<file path="src/rtl/jpeg_pkg.sv">
// Shared definitions for the JPEG block-ID format used by the MCU-ID generator and
// the block-address consumer.
package jpeg_pkg;

    typedef enum logic [1:0] {
        FMT_MONO  = 2'd0,
        FMT_444   = 2'd1,
        FMT_420   = 2'd2,
        FMT_UNSUP = 2'd3
    } jpeg_format_e;

    typedef enum logic [1:0] {
        BLK_Y   = 2'd0,
        BLK_CB  = 2'd1,
        BLK_CR  = 2'd2,
        BLK_EOF = 2'd3
    } block_type_e;

    localparam int ID_TYPE_MSB = 31;
    localparam int ID_TYPE_LSB = 30;
    localparam int ID_Y_MSB    = 29;
    localparam int ID_Y_LSB    = 16;
    localparam int ID_X_MSB    = 15;
    localparam int ID_X_LSB    = 0;

    function automatic block_type_e id_type(input logic [31:0] id);
        return block_type_e'(id[ID_TYPE_MSB:ID_TYPE_LSB]);
    endfunction

    function automatic logic [15:0] id_bx(input logic [31:0] id);
        return id[ID_X_MSB:ID_X_LSB];
    endfunction

    // block_y is 14 bits wide; callers work in 16-bit coordinates
    function automatic logic [15:0] id_by(input logic [31:0] id);
        return {2'b00, id[ID_Y_MSB:ID_Y_LSB]};
    endfunction

endpackage

</file>
<file path="src/rtl/jpeg_block_addr_calc.sv">
// Combinational mapping of (block ID, pixel index, format) to a raster coordinate,
// footprint and keep/clip decision.
module jpeg_block_addr_calc
    import jpeg_pkg::*;
(
    input  logic [31:0]  id_i,
    input  logic [5:0]   idx_i,
    input  jpeg_format_e mode_i,
    input  logic [15:0]  width_i,
    input  logic [15:0]  height_i,
    output logic [15:0]  x_o,
    output logic [15:0]  y_o,
    output logic         scale_o,
    output block_type_e  type_o,
    output logic         keep_o
);

    logic [15:0] bx_s;
    logic [15:0] by_s;
    logic [15:0] col_s;
    logic [15:0] row_s;
    logic        chroma_s;

    // 4:2:0 chroma snaps to the even (MCU-aligned) block and spreads samples 2 apart
    always_comb begin
        type_o   = id_type(id_i);
        bx_s     = id_bx(id_i);
        by_s     = id_by(id_i);
        col_s    = {13'd0, idx_i[2:0]};
        row_s    = {13'd0, idx_i[5:3]};
        chroma_s = (type_o == BLK_CB) || (type_o == BLK_CR);
        x_o      = 16'd0;
        y_o      = 16'd0;
        scale_o  = 1'b0;
        if ((mode_i == FMT_420) && chroma_s) begin
            x_o     = ({bx_s[15:1], 1'b0} << 3) + (col_s << 1);
            y_o     = ({by_s[15:1], 1'b0} << 3) + (row_s << 1);
            scale_o = 1'b1;
        end else begin
            x_o     = (bx_s << 3) + col_s;
            y_o     = (by_s << 3) + row_s;
            scale_o = 1'b0;
        end
        keep_o = (mode_i != FMT_UNSUP) && (type_o != BLK_EOF) &&
                 (x_o < width_i) && (y_o < height_i);
    end

endmodule

</file>
<file path="src/rtl/jpeg_block_addr.sv">
// Block-ID consumer: walks each 8x8 block, emits one clipped raster coordinate per
// pixel through a single output register, and flags end of image.
module jpeg_block_addr
    import jpeg_pkg::*;
(
    input  logic        clk_i,
    input  logic        rst_ni,
    input  logic        img_start_i,
    input  logic [15:0] img_width_i,
    input  logic [15:0] img_height_i,
    input  logic [1:0]  img_mode_i,
    input  logic        inport_valid_i,
    input  logic [7:0]  inport_data_i,
    input  logic [31:0] inport_id_i,
    output logic        inport_ready_o,
    output logic        outport_valid_o,
    output logic [7:0]  outport_data_o,
    output logic [15:0] outport_x_o,
    output logic [15:0] outport_y_o,
    output logic [1:0]  outport_type_o,
    output logic        outport_scale_o,
    input  logic        outport_ready_i,
    output logic        end_of_image_o,
    output logic        idle_o
);

    typedef enum logic [1:0] {
        ST_IDLE  = 2'd0,
        ST_BLOCK = 2'd1,
        ST_DONE  = 2'd2
    } state_e;

    state_e      state_r, state_next_s;
    logic [5:0]  idx_r, idx_next_s;
    logic [31:0] id_r, id_next_s;
    logic        out_valid_r, out_valid_next_s;
    logic [7:0]  out_data_r;
    logic [15:0] out_x_r, out_y_r;
    logic [1:0]  out_type_r;
    logic        out_scale_r;
    logic        eoi_r, eoi_next_s;
    logic        idle_r;

    logic [31:0] cur_id_s;
    logic        accept_s;
    logic        load_s;
    logic        is_eof_s;
    logic [15:0] calc_x_s, calc_y_s;
    logic        calc_scale_s, calc_keep_s;
    block_type_e calc_type_s;

    // beat 0 must see the live ID; the latch only becomes valid after that edge
    assign cur_id_s = (state_r == ST_IDLE) ? inport_id_i : id_r;

    jpeg_block_addr_calc u_calc (
        .id_i     (cur_id_s),
        .idx_i    (idx_r),
        .mode_i   (jpeg_format_e'(img_mode_i)),
        .width_i  (img_width_i),
        .height_i (img_height_i),
        .x_o      (calc_x_s),
        .y_o      (calc_y_s),
        .scale_o  (calc_scale_s),
        .type_o   (calc_type_s),
        .keep_o   (calc_keep_s)
    );

    assign inport_ready_o = !img_start_i &&
                            ((state_r == ST_DONE) || !out_valid_r || outport_ready_i);
    assign accept_s = inport_valid_i && inport_ready_o;
    assign is_eof_s = (calc_type_s == BLK_EOF);

    // next-state, counter, ID latch, output-valid and EOF flag
    always_comb begin
        state_next_s     = state_r;
        idx_next_s       = idx_r;
        id_next_s        = id_r;
        eoi_next_s       = eoi_r;
        out_valid_next_s = out_valid_r;
        load_s           = 1'b0;
        if (img_start_i) begin
            state_next_s     = ST_IDLE;
            idx_next_s       = 6'd0;
            eoi_next_s       = 1'b0;
            out_valid_next_s = 1'b0;
        end else begin
            case (state_r)
                ST_IDLE: begin
                    if (accept_s && is_eof_s) begin
                        state_next_s = ST_DONE;
                        eoi_next_s   = 1'b1;
                    end else if (accept_s) begin
                        state_next_s = ST_BLOCK;
                        idx_next_s   = idx_r + 6'd1;
                        id_next_s    = inport_id_i;
                        load_s       = calc_keep_s;
                    end else begin
                        state_next_s = ST_IDLE;
                    end
                end
                ST_BLOCK: begin
                    if (accept_s) begin
                        idx_next_s   = idx_r + 6'd1;
                        load_s       = calc_keep_s;
                        state_next_s = (idx_r == 6'd63) ? ST_IDLE : ST_BLOCK;
                    end else begin
                        state_next_s = ST_BLOCK;
                    end
                end
                ST_DONE: begin
                    state_next_s = ST_DONE;
                end
                default: begin
                    state_next_s = ST_IDLE;
                    idx_next_s   = 6'd0;
                end
            endcase
            if (load_s) begin
                out_valid_next_s = 1'b1;
            end else if (outport_ready_i) begin
                out_valid_next_s = 1'b0;
            end else begin
                out_valid_next_s = out_valid_r;
            end
        end
    end

    // state and output registers; idle is registered from the next-state values
    always_ff @(posedge clk_i or negedge rst_ni) begin
        if (!rst_ni) begin
            state_r     <= ST_IDLE;
            idx_r       <= 6'd0;
            id_r        <= 32'd0;
            out_valid_r <= 1'b0;
            out_data_r  <= 8'd0;
            out_x_r     <= 16'd0;
            out_y_r     <= 16'd0;
            out_type_r  <= 2'd0;
            out_scale_r <= 1'b0;
            eoi_r       <= 1'b0;
            idle_r      <= 1'b1;
        end else begin
            state_r     <= state_next_s;
            idx_r       <= idx_next_s;
            id_r        <= id_next_s;
            out_valid_r <= out_valid_next_s;
            eoi_r       <= eoi_next_s;
            idle_r      <= (state_next_s != ST_BLOCK) && !out_valid_next_s;
            if (load_s) begin
                out_data_r  <= inport_data_i;
                out_x_r     <= calc_x_s;
                out_y_r     <= calc_y_s;
                out_type_r  <= calc_type_s;
                out_scale_r <= calc_scale_s;
            end
        end
    end

    assign outport_valid_o = out_valid_r;
    assign outport_data_o  = out_data_r;
    assign outport_x_o     = out_x_r;
    assign outport_y_o     = out_y_r;
    assign outport_type_o  = out_type_r;
    assign outport_scale_o = out_scale_r;
    assign end_of_image_o  = eoi_r;
    assign idle_o          = idle_r;

endmodule
</file>
<file path="config.mk">
export PLATFORM = sky130hd
export DESIGN_NAME = jpeg_block_addr
export DESIGN_NICKNAME = d
export VERILOG_FILES = /design/src/rtl/jpeg_pkg.sv /design/src/rtl/jpeg_block_addr_calc.sv /design/src/rtl/jpeg_block_addr.sv
export SDC_FILE = /design/constraint.sdc
export NUM_CORES = 1
export LEC_CHECK = 0
export ABC_AREA = 1
export BUFFER_PORTS_ARGS = -buffer_cell sky130_fd_sc_hd__buf_2
export CAP_MARGIN = 10
export CORE_MARGIN = 1
export CORE_UTILIZATION = 37
export DETAILED_ROUTE_END_ITERATION = 6
export SKIP_CTS_REPAIR_TIMING = 1
export SYNTH_ARGS = -nofsm -noshare
export SYNTH_HDL_FRONTEND = slang
export SYNTH_SLANG_ARGS = --single-unit
</file>
<file path="constraint.sdc">
create_clock -name clk_i -period 4.26 [get_ports clk_i]
set_clock_uncertainty 0.2 [all_clocks]
set_input_delay 0.426 -clock clk_i [delete_from_list [all_inputs] [get_ports clk_i]]
set_output_delay 0.426 -clock clk_i [all_outputs]
set_load 0.05 [all_outputs]
</file>
## Yosys cells after proc, flatten, opt, wreduce, memory -nomap -nowiden

Index checks and enable logic that the tools add are counted.

- Bits in registers: 86
- Input port bits: 79

- Mux-type cells: 25
- Eq/ne operators: 12
- Add/subtract/negate cells: 5
- Reduce and logical (&&, ||, !) cells: 20
- Bitwise operators: 2
- Magnitude comparators: 2

Operators with widths:

| kind | number |
|---|---|
| 16-bit by 3-bit adder with 16-bit output | 2 |
| 16-bit by 4-bit adder with 16-bit output | 2 |
| 16-bit less-than comparator | 2 |
| 16-bit two-way mux | 2 |
| 32-bit two-way mux | 1 |
| 6-bit two-way mux | 3 |
| 6-bit one-hot mux with 3 select lines | 1 |
| 1-bit two-way mux | 14 |
| 2-bit == test, second input constant | 4 |
| 1-bit logical AND | 8 |
| 6-bit by 1-bit adder with 6-bit output, second input constant | 1 |
| 6-bit == test, second input constant | 1 |
| 2-bit != test, second input constant | 3 |
| 2-bit one-hot mux with 3 select lines | 1 |
| 2-bit by 1-bit == test with 1-bit output, second input constant | 2 |
| 2-bit two-way mux | 2 |
| 2-bit AND reduction | 2 |
| 4-bit AND reduction | 1 |
| 2-bit nonzero test | 2 |
| 1-bit logical NOT | 3 |
| 1-bit logical OR | 3 |
| 3-bit != test, second input constant | 1 |
| 2-bit logical NOT | 1 |
| 2-bit by 1-bit != test with 1-bit output, second input constant | 1 |
| other kinds (2) | 3 |

## Longest topological paths before layout

Gate-level depths: netlist (run 1).

- Depth after elaboration: 17
- Mapped depth: 25

## Modules after synthesis

Synthesis (run 1) repeated with hierarchy kept, for this count alone.

- Cell total of the unflattened synthesis: 657
- Area total of the unflattened synthesis: 5031.1 µm²

By module, submodules not included:

| module | cells each | area each (µm²) | times used | seq. area each (µm²) |
|---|---|---|---|---|
| jpeg_block_addr | 477 | 3922.5 | 1 | 2153.3 |
| jpeg_block_addr_calc | 180 | 1108.6 | 1 | 0.0 |

## Worst setup path before layout (run 1)

OpenSTA, ideal clock, no wires.

- Path kind: register to register
- Start point: register state_r[1]
- End point: register out_scale_r (netlist: outport_scale_o)
- Required time: 3931 ps
- Setup slack: 524 ps
- Library setup time: 129 ps
- Cell stages (with the launch flop): 24
- Arrival time: 3407 ps
- Cells stage by stage: dfrtp_1 -> nor2_1 -> inv_1 -> clkbuf_1 -> nand2_1 -> o21a_1 -> inv_1 -> ha_1 -> nand3_1 -> clkbuf_1 -> nor2_1 -> a31oi_1 -> inv_1 -> ha_1 -> a21oi_1 -> nand2_1 -> nand2_1 -> nand2_1 -> nand2_1 -> nand3_1 -> buf_6 -> buf_6 -> nand2_1 -> o21ai_2

- Word-level cells in the longest chain between the ends: 14
- Elaborated cells on any way between the ends: 32
- Classes of those cells: add/sub: 4; order compare: 2; eq/ne: 6; mux: 9; reduce/logical: 11

RTL lines:

| what | RTL line | source |
|---|---|---|
| from (decl) | jpeg_block_addr.sv:33 | `state_e state_r, state_next_s;` |
| from (signal assigned) | jpeg_block_addr.sv:143 | `state_r <= state_next_s;` |
| 2-bit logical NOT * | jpeg_block_addr.sv:53 | `assign cur_id_s = (state_r == ST_IDLE) ? inport_id_i : id_r;` |
| 32-bit two-way mux * | jpeg_block_addr.sv:53 |  |
| via calc_type_s[0] | jpeg_block_addr.sv:50 | `block_type_e calc_type_s;` |
| 2-bit by 1-bit == test with 1-bit output or 2-bit == test (tied branches) | jpeg_block_addr_calc.sv:31 | `chroma_s = (type_o == BLK_CB) \|\| (type_o == BLK_CR);` |
| 1-bit logical OR * | jpeg_block_addr_calc.sv:31 |  |
| 1-bit logical AND * | jpeg_block_addr_calc.sv:35 | `if ((mode_i == FMT_420) && chroma_s) begin` |
| 16-bit two-way mux * | jpeg_block_addr_calc.sv:35 |  |
| via calc_x_s[3] | jpeg_block_addr.sv:48 | `logic [15:0] calc_x_s, calc_y_s;` |
| 16-bit less-than comparator * | jpeg_block_addr_calc.sv:45 | `(x_o < width_i) && (y_o < height_i);` |
| 1-bit logical AND * | jpeg_block_addr_calc.sv:44 | `keep_o = (mode_i != FMT_UNSUP) && (type_o != BLK_EOF) &&` |
| 1-bit logical AND * | jpeg_block_addr_calc.sv:45 |  |
| 1-bit two-way mux * | jpeg_block_addr.sv:92, jpeg_block_addr.sv:102 |  |
| 1-bit two-way mux | jpeg_block_addr.sv:89 | `if (accept_s && is_eof_s) begin` |
| 1-bit one-hot mux with 2 select lines * | jpeg_block_addr.sv:87 | `case (state_r)` |
| 1-bit two-way mux * (2 in series) | jpeg_block_addr.sv:81 | `if (img_start_i) begin` |
| to (signal assigned) | jpeg_block_addr.sv:154 | `out_scale_r <= calc_scale_s;` |
| to (decl) | jpeg_block_addr.sv:40 | `logic out_scale_r;` |

The timed path passes the listed nets; every way through them passes the cells marked *. The select of a mux whose other input is x is not followed.
A chain may end at the register's enable or synchronous reset.

## Worst setup path after layout (run 1)

- Start point: register state_r[0]
- End point: register out_x_r[4] (netlist: outport_x_o[4])

- Word-level cells in the longest chain between the ends: 14
- Elaborated cells on any way between the ends: 31
- Classes of those cells: add/sub: 4; order compare: 2; eq/ne: 6; mux: 8; reduce/logical: 11

RTL lines:

| what | RTL line | source |
|---|---|---|
| 2-bit logical NOT * | jpeg_block_addr.sv:53 |  |
| 32-bit two-way mux * | jpeg_block_addr.sv:53 |  |
| via calc_type_s[1] | jpeg_block_addr.sv:50 |  |
| 2-bit by 1-bit == test with 1-bit output or 2-bit == test (tied branches) | jpeg_block_addr_calc.sv:31 |  |
| 1-bit logical OR * | jpeg_block_addr_calc.sv:31 |  |
| 1-bit logical AND * | jpeg_block_addr_calc.sv:35 |  |
| 16-bit two-way mux * | jpeg_block_addr_calc.sv:35 |  |
| via calc_x_s[3] | jpeg_block_addr.sv:48 |  |
| 16-bit less-than comparator * | jpeg_block_addr_calc.sv:45 |  |
| 1-bit logical AND * | jpeg_block_addr_calc.sv:44 |  |
| 1-bit logical AND * | jpeg_block_addr_calc.sv:45 |  |
| 1-bit two-way mux * | jpeg_block_addr.sv:92, jpeg_block_addr.sv:102 |  |
| 1-bit two-way mux | jpeg_block_addr.sv:89 |  |
| 1-bit one-hot mux with 2 select lines * | jpeg_block_addr.sv:87 |  |
| 1-bit two-way mux * (2 in series) | jpeg_block_addr.sv:81 |  |
| to (signal assigned) | jpeg_block_addr.sv:151 | `out_x_r <= calc_x_s;` |
| to (decl) | jpeg_block_addr.sv:38 | `logic [15:0] out_x_r, out_y_r;` |

Marked as above.

==> impl_metrics.yaml, run 1 <==
floorplanning:
  fp.dieH_um: 115
  fp.dieW_um: 115
  die-area_sq_mm: 0.0133
  rows: 40
  io_pins: 126
  initial_core_util_pct: 38.6
  core_area_sq_mm: 0.0123
clock_tree:
  cts_root_buf: "clkbuf_16"
  clk_pin_slew_worst_paths_ns: 0.06
  clk_latency_ns: 0.34
  clk_path_buf_depth: 2
  cts_buffers: 9
  cts_sinks: 82
  htreeDepth: 3
  cts_tree: "yes"
synthesis:
  yosysTopAreaCellShare_pct: 42.8
  ys.flop_type: "dfrtp_1"
  yosysUniqueCellTypes: 28
  ys_seq_elements: 82
  async_reset_ff_share_pct: 100
  synth_nets: 708
  postSynthCellCount: 597
  synth_top_area_cell: "dfrtp_1"
  syn_area_sq_mm: 0.00474
  syn_area_per_cell_sq_um: 7.93
  ys_warn_count: 0
  netlist_top_cells_area: "dfrtp_1 43%, nand2_1 12%, inv_1 10%"
  seq_area_frac_synth_pct: 43.4
  synth-edff-count: 0
sta:
  report.final.hold_viol_count: 0
  fin_tns_setup_ns: 0
  worst_hold_slack_ns: 0.0815
  maxSlewHeadroom_pct: 28.4
  finalSetupViolations: 0
  fin_crit_ns: 3.81
  period_share_pct: 89.4
  fmax_mhz: 262
  worstMarginPinSlew_ns: 1.07
  slew_violations: 0
  rsz0062_at_grt: "false"
worst_setup_path:
  worst-setup-path-type: "reg2reg"
  slowest_delay_ns: 0.42
  reg2reg_to: "outport_x_o[4]$_DFFE_PN0P_"
  crit_path_end_kind: "flip-flop"
  cpMostUsedCell: "nand2_1"
  required_ns: 4.28
  cp_top_family: "simple AND/OR/NAND/NOR gates"
  critPathBufInv: 4
  crit_chain: "nor2_1, buf_4, o21ai_0, ha_1, nand3_2, a31oi_1, inv_1, ha_1, nand2_1, inv_1, nand2_1, nand2_1, nand2_1, nand2_1, nand2_1, nand3_4, buf_12, nand2_1, o21ai_2"
  critPathLaunchType: "flip-flop"
  r2r-start: "state_r[0]$_DFF_PN0_"
  worstPathMaxFanout: 32
  crit_cells: 19
  timing.reg2reg.setup_slack_ns: 0.45
  worstPathArrival_ns: 3.83
  critPathSlowestCell: "dfrtp_1"
  rr_worst_depth: 19
drt:
  vias: 4002
  drt_iter0_markers: 267
  drc: 0
  routed_via_density: 4.51
  wirelength_mm: 11.3
  wl_per_cell_um: 12.7
  dr.pass1.iters: 4
  drtAntennaViolNets: 0
worst_hold_path:
  min_path_type: "in2async"
power_and_ir_drop:
  power_density_mw_per_mm2: 630
  intPower_w: 0.00202
  switching_share_pct: 44.8
  ir_worst_vdd_mv: 0.247
  combPwrFrac_pct: 44.2
  pwr-share-seq_pct: 32.9
  p_sw_w: 0.00164
  p_leak_nw: 3.31
  clkPwrFrac_pct: 22.9
place:
  port_buffers: 121
  post-dp-hpwl_mm: 8.50
  dp_cells: 871
  gp_congestion: 0.808
grt:
  grt_pass1_vias: 3883
  top_usage_layer: "met2"
  grt_max_degree: 83
  use_met2_pct: 30.8
  met3_usage_pct: 3.74
  antenna_found_initial: 0
  met1_usage_pct: 22.8
  grt_pass1_wl_mm: 18.3
  grt_usage_pct: 18.0
  overflow: 0
layout:
  area_growth_pct: 23.0
  multi_input_area_sq_mm: 0.00208
  drive_gt1_share_pct: 25.6
  fillers: 1205
  final_nets: 825
  instances_no_fill: 887
  seqCellArea_sq_mm: 0.00205
  num_antenna_cells: 0
flow_run:
  cap_violations: 0
outcome:
  status: "complete, no violations"
## power by group through the flow
stage	logic, W	registers (W)	clock network (W)
after floorplan	0.000578	0.00186	0
after global placement	0.00160	0.00121	0
after detailed placement	0.00163	0.00122	0
after CTS	0.00164	0.00121	0.000861
after global routing	0.00176	0.00124	0.000897
final	0.00162	0.00121	0.000840
## cell type report
cell class / instances / share of cell area, %
timing repair buffer: 127 / 11.6
clock buffer: 11 / 4.17
sequential: 82 / 35.3
multi-input combinational: 366 / 35.7
clock inverter: 5 / 1.33
tap: 168 / 3.61
inverter: 128 / 8.25
## cells by family after synthesis
kind of cell | Yosys count | synth area share, %
buffers and inverters | 149 | 13.2
DFF | 82 | 43.4
xor gates and xnor gates | 1 | 0.185
and+or+nand+nor | 203 | 17.0
adders and majority gates | 32 | 8.45
AOI/OAI and AO/OA | 130 | 17.8
## routing by layer
layer	share of wire (%)	up-vias
met4	1.5	0
met1	45	1815
met2	49	70
met5	0	-
li1	-	2105
met3	4.2	12
## cells in the final DEF, fill, tap and decap left out, types with 2 or more instances in the layout
master,Yosys,layout
nand2_1,157,157
inv_1,128,128
buf_2,4,120
dfrtp_1,81,81
o21ai_0,33,33
o21ai_2,32,32
ha_1,32,32
nor2_1,23,23
a21oi_1,22,22
o21a_1,21,21
o21ai_1,14,14
nand3_1,12,9
clkbuf_16,0,9
buf_4,0,5
or2_2,3,3
nor4_1,3,3
nand3_2,0,2
a31oi_1,2,2
a211oi_1,2,2
nor3_1,2,2
clkinv_2,0,2
bufinv_16,0,2
buf_12,0,2
## cells in the mapped netlist, drive strengths merged (2+ instances only)
cell type and number:
nand3 12, nand2 157, o21a 21, nor2 24, buf 12, o21ai 79, nor3 3, nor4 3
a31oi 2, a21oi 23, inv 128, clkbuf 9, ha 32, dfrtp 81, or2 3, a211oi 2
## through the flow
step | area [sq um] | setup WS, ns | power (W) | utilization [%]
final | 5820 | 0.450 | 0.00367 | 47.5
after global routing | 5820 | 0.104 | 0.00390 | 47.5
after CTS | 5820 | 0.250 | 0.00371 | 47.4
after detailed placement | 5500 | 0.263 | 0.00285 | 44.8
after global placement | 5500 | 0.331 | 0.00281 | 44.8
after floorplan | 4740 | 0.524 | 0.00244 | -
## sequential cells by signal, summed over array words and instances (netlist names), 2 cells and up
name / cells
id_r: 28
outport_x_o: 16
outport_y_o: 16
outport_data_o: 8
idx_r: 6
outport_type_o: 2
state_r: 2
## worst max-delay path by stage
stage / startpoint / end / slack (ns)
2_1_floorplan: state_r[1]$_DFF_PN0_ / outport_scale_o$_DFFE_PN0P_ / 0.52
3_3_place_gp: state_r[0]$_DFF_PN0_ / outport_scale_o$_DFFE_PN0P_ / 0.33
3_5_place_dp: state_r[1]$_DFF_PN0_ / outport_scale_o$_DFFE_PN0P_ / 0.26
4_1_cts: state_r[1]$_DFF_PN0_ / outport_scale_o$_DFFE_PN0P_ / 0.25
5_1_grt: state_r[0]$_DFF_PN0_ / outport_y_o[3]$_DFFE_PN0P_ / 0.10
6_report: state_r[0]$_DFF_PN0_ / outport_x_o[4]$_DFFE_PN0P_ / 0.45
(Power assumes the default switching activity.)
==> run 2: changes to the inputs <==
--- a/config.mk
+++ b/config.mk
@@ -6,7 +6,7 @@
 export NUM_CORES = 1
 export LEC_CHECK = 0
 export ABC_AREA = 1
-export BUFFER_PORTS_ARGS = -buffer_cell sky130_fd_sc_hd__buf_2
+export BUFFER_PORTS_ARGS = -buffer_cell sky130_fd_sc_hd__buf_4
 export CAP_MARGIN = 10
 export CORE_MARGIN = 1
 export CORE_UTILIZATION = 37
@@ -14,4 +14,5 @@
 export SKIP_CTS_REPAIR_TIMING = 1
 export SYNTH_ARGS = -nofsm -noshare
 export SYNTH_HDL_FRONTEND = slang
+export SYNTH_HIERARCHICAL = 1
 export SYNTH_SLANG_ARGS = --single-unit
==> run 2 against run 1 <==
Combinational power barely moved. Clock power fell by 7.3%. Critical path type unchanged. Final cell count rose by 1.1%. Register-to-register slack improved by 0.06 ns. Power fell by 2.3%. Sequential share of layout area fell by 0.90 points. Wire length fell by 1.1%.
==> impl_metrics.yaml, run 2 <==
drt:
  wirelength_mm: 11.2
  vias: 4044
  drc: 0
  drt_iter0_markers: 164
  dr.pass1.iters: 4
  drtAntennaViolNets: 0
  routed_via_density: 4.51
  wl_per_cell_um: 12.5
sta:
  setup_ws_ns: 0.506
  report.final.hold_viol_count: 0
  maxSlewHeadroom_pct: 30.0
  finalSetupViolations: 0
  fin_tns_setup_ns: 0
  fmax_mhz: 266
  fin_crit_ns: 3.75
  worstMarginPinSlew_ns: 1.05
  period_share_pct: 88.1
  slew_violations: 0
  rsz0062_at_grt: "false"
clock_tree:
  cts_sinks: 82
  cts_tree: "yes"
  cts_root_buf: "clkbuf_16"
  cts_buffers: 9
  clk_path_buf_depth: 2
  htreeDepth: 3
  clk_pin_slew_worst_paths_ns: 0.06
  clk_latency_ns: 0.34
worst_setup_path:
  crit_chain: "nor2_4, nand2_1, o21ai_1, ha_1, nand3_4, inv_1, nand2_1, nand2_1, ha_1, nand2_1, inv_1, nand2_1, nand2_1, nand2_1, nand2_1, nand2_1, nand2_1, nor2_2, nand2_1, nor2_1, nand3_4, buf_4, nand2_1, o21ai_0"
  critPathSlowestCell: "dfrtp_1"
  cpMostUsedCell: "nand2_1"
  critPathLaunchType: "flip-flop"
  worstPathMaxFanout: 56
  slowest_delay_ns: 0.49
  crit_path_end_kind: "flip-flop"
  timing.reg2reg.setup_slack_ns: 0.51
  worst-setup-path-type: "reg2reg"
  required_ns: 4.26
  r2r-start: "state_r[1]$_DFF_PN0_"
  startpoint: "state_r[1]$_DFF_PN0_"
  worstPathArrival_ns: 3.76
layout:
  num_antenna_cells: 0
  fin_util_pct: 47.2
  largest_reg_flops: 28
  final_common_cell: "nand2_1"
  instances_no_fill: 897
  drive_gt1_share_pct: 21.5
  largest_register: "id_r"
  final_nets: 831
  area_growth_pct: 23.3
  final_cell_mix: "177 x nand2_1, 125 x buf_4, 121 x inv_1"
worst_hold_path:
  min_path_type: "in2async"
floorplanning:
  io_pins: 126
  rows: 41
  fp.dieW_um: 116
  fp.dieH_um: 116
  initial_core_util_pct: 38.2
  die-area_sq_mm: 0.0136
  core_area_sq_mm: 0.0127
grt:
  grt_usage_pct: 17.5
  antenna_found_initial: 0
  overflow: 0
  grt_max_degree: 83
  grt_pass1_wl_mm: 18.0
  grt_pass1_vias: 3741
power_and_ir_drop:
  p_leak_nw: 3.33
  power_density_mw_per_mm2: 600
  ir_worst_vdd_mv: 0.222
  finalPower_w: 0.00358
place:
  post-place-ws_ns: 0.349
  dp_cells: 881
  port_buffers: 121
  post-dp-hpwl_mm: 8.28
  gp_congestion: 0.830
flow_run:
  cap_violations: 0
synthesis:
  syn_area_per_cell_sq_um: 7.66
  postSynthCellCount: 633
  ys_warn_count: 6
  synth_nets: 744
  syn_area_sq_mm: 0.00485
outcome:
  status: "complete, no violations"
## run 2: final timing paths
| path | endpoint | cells past startpoint |
|---|---|---|
| max in group asynchronous | outport_y_o[15]$_DFFE_PN0P_ | 1 |
| hold reg to reg | outport_x_o[10]$_DFFE_PN0P_ | 2 |
| setup reg to reg | outport_x_o[5]$_DFFE_PN0P_ | 24 |
| hold / removal | outport_y_o[0]$_DFFE_PN0P_ | 1 |
| setup / recovery | outport_x_o[5]$_DFFE_PN0P_ | 24 |
| min in group clk_i | id_r[1]$_DFFE_PN0P_ | 3 |
## run 2: where the power goes
| group | switching [W] | internal [W] |
|---|---|---|
| combinational | 0.00112 | 0.000494 |
| sequential | 0.000139 | 0.00105 |
| clock | 0.000311 | 0.000468 |
| total | 0.00157 | 0.00202 |
## run 2: final cells by class
cell class / instances / area (sq um)
Clock buffer: 11 / 243
Clock inverter: 5 / 53.8
Fill cell: 1283 / 6700
Inverter: 123 / 462
Multi-Input combinational cell: 379 / 2010
Sequential cell: 82 / 2050
Tap cell: 172 / 215
Timing Repair Buffer: 125 / 938
## run 2: worst max-delay path: cells and delay by family (launching register included)
| kind | cells | cell delay [ns] |
|---|---|---|
| DFF | 1 | 0.49 |
| and+or+nand+nor | 17 | 1.57 |
| buffers and inverters | 3 | 0.47 |
| adders and majority gates | 2 | 0.60 |
| AOI/OAI and AO/OA | 2 | 0.24 |
## run 2: metal layers
metal,routed length (um),up-vias,global-route usage (%)
met4,214,0,7.69
met2,5060,103,27.5
li1,-,2121,-
met3,647,11,3.74
met5,0,-,0
met1,5250,1809,23.3
## run 2: metrics by stage
step | hold slack (ns) | cell area, sq um
2_1_floorplan | -0.0696 | 4850
3_3_place_gp | 0.269 | 5680
3_5_place_dp | 0.276 | 5680
4_1_cts | 0.0879 | 5980
5_1_grt | 0.110 | 5980
6_report | 0.0856 | 5980
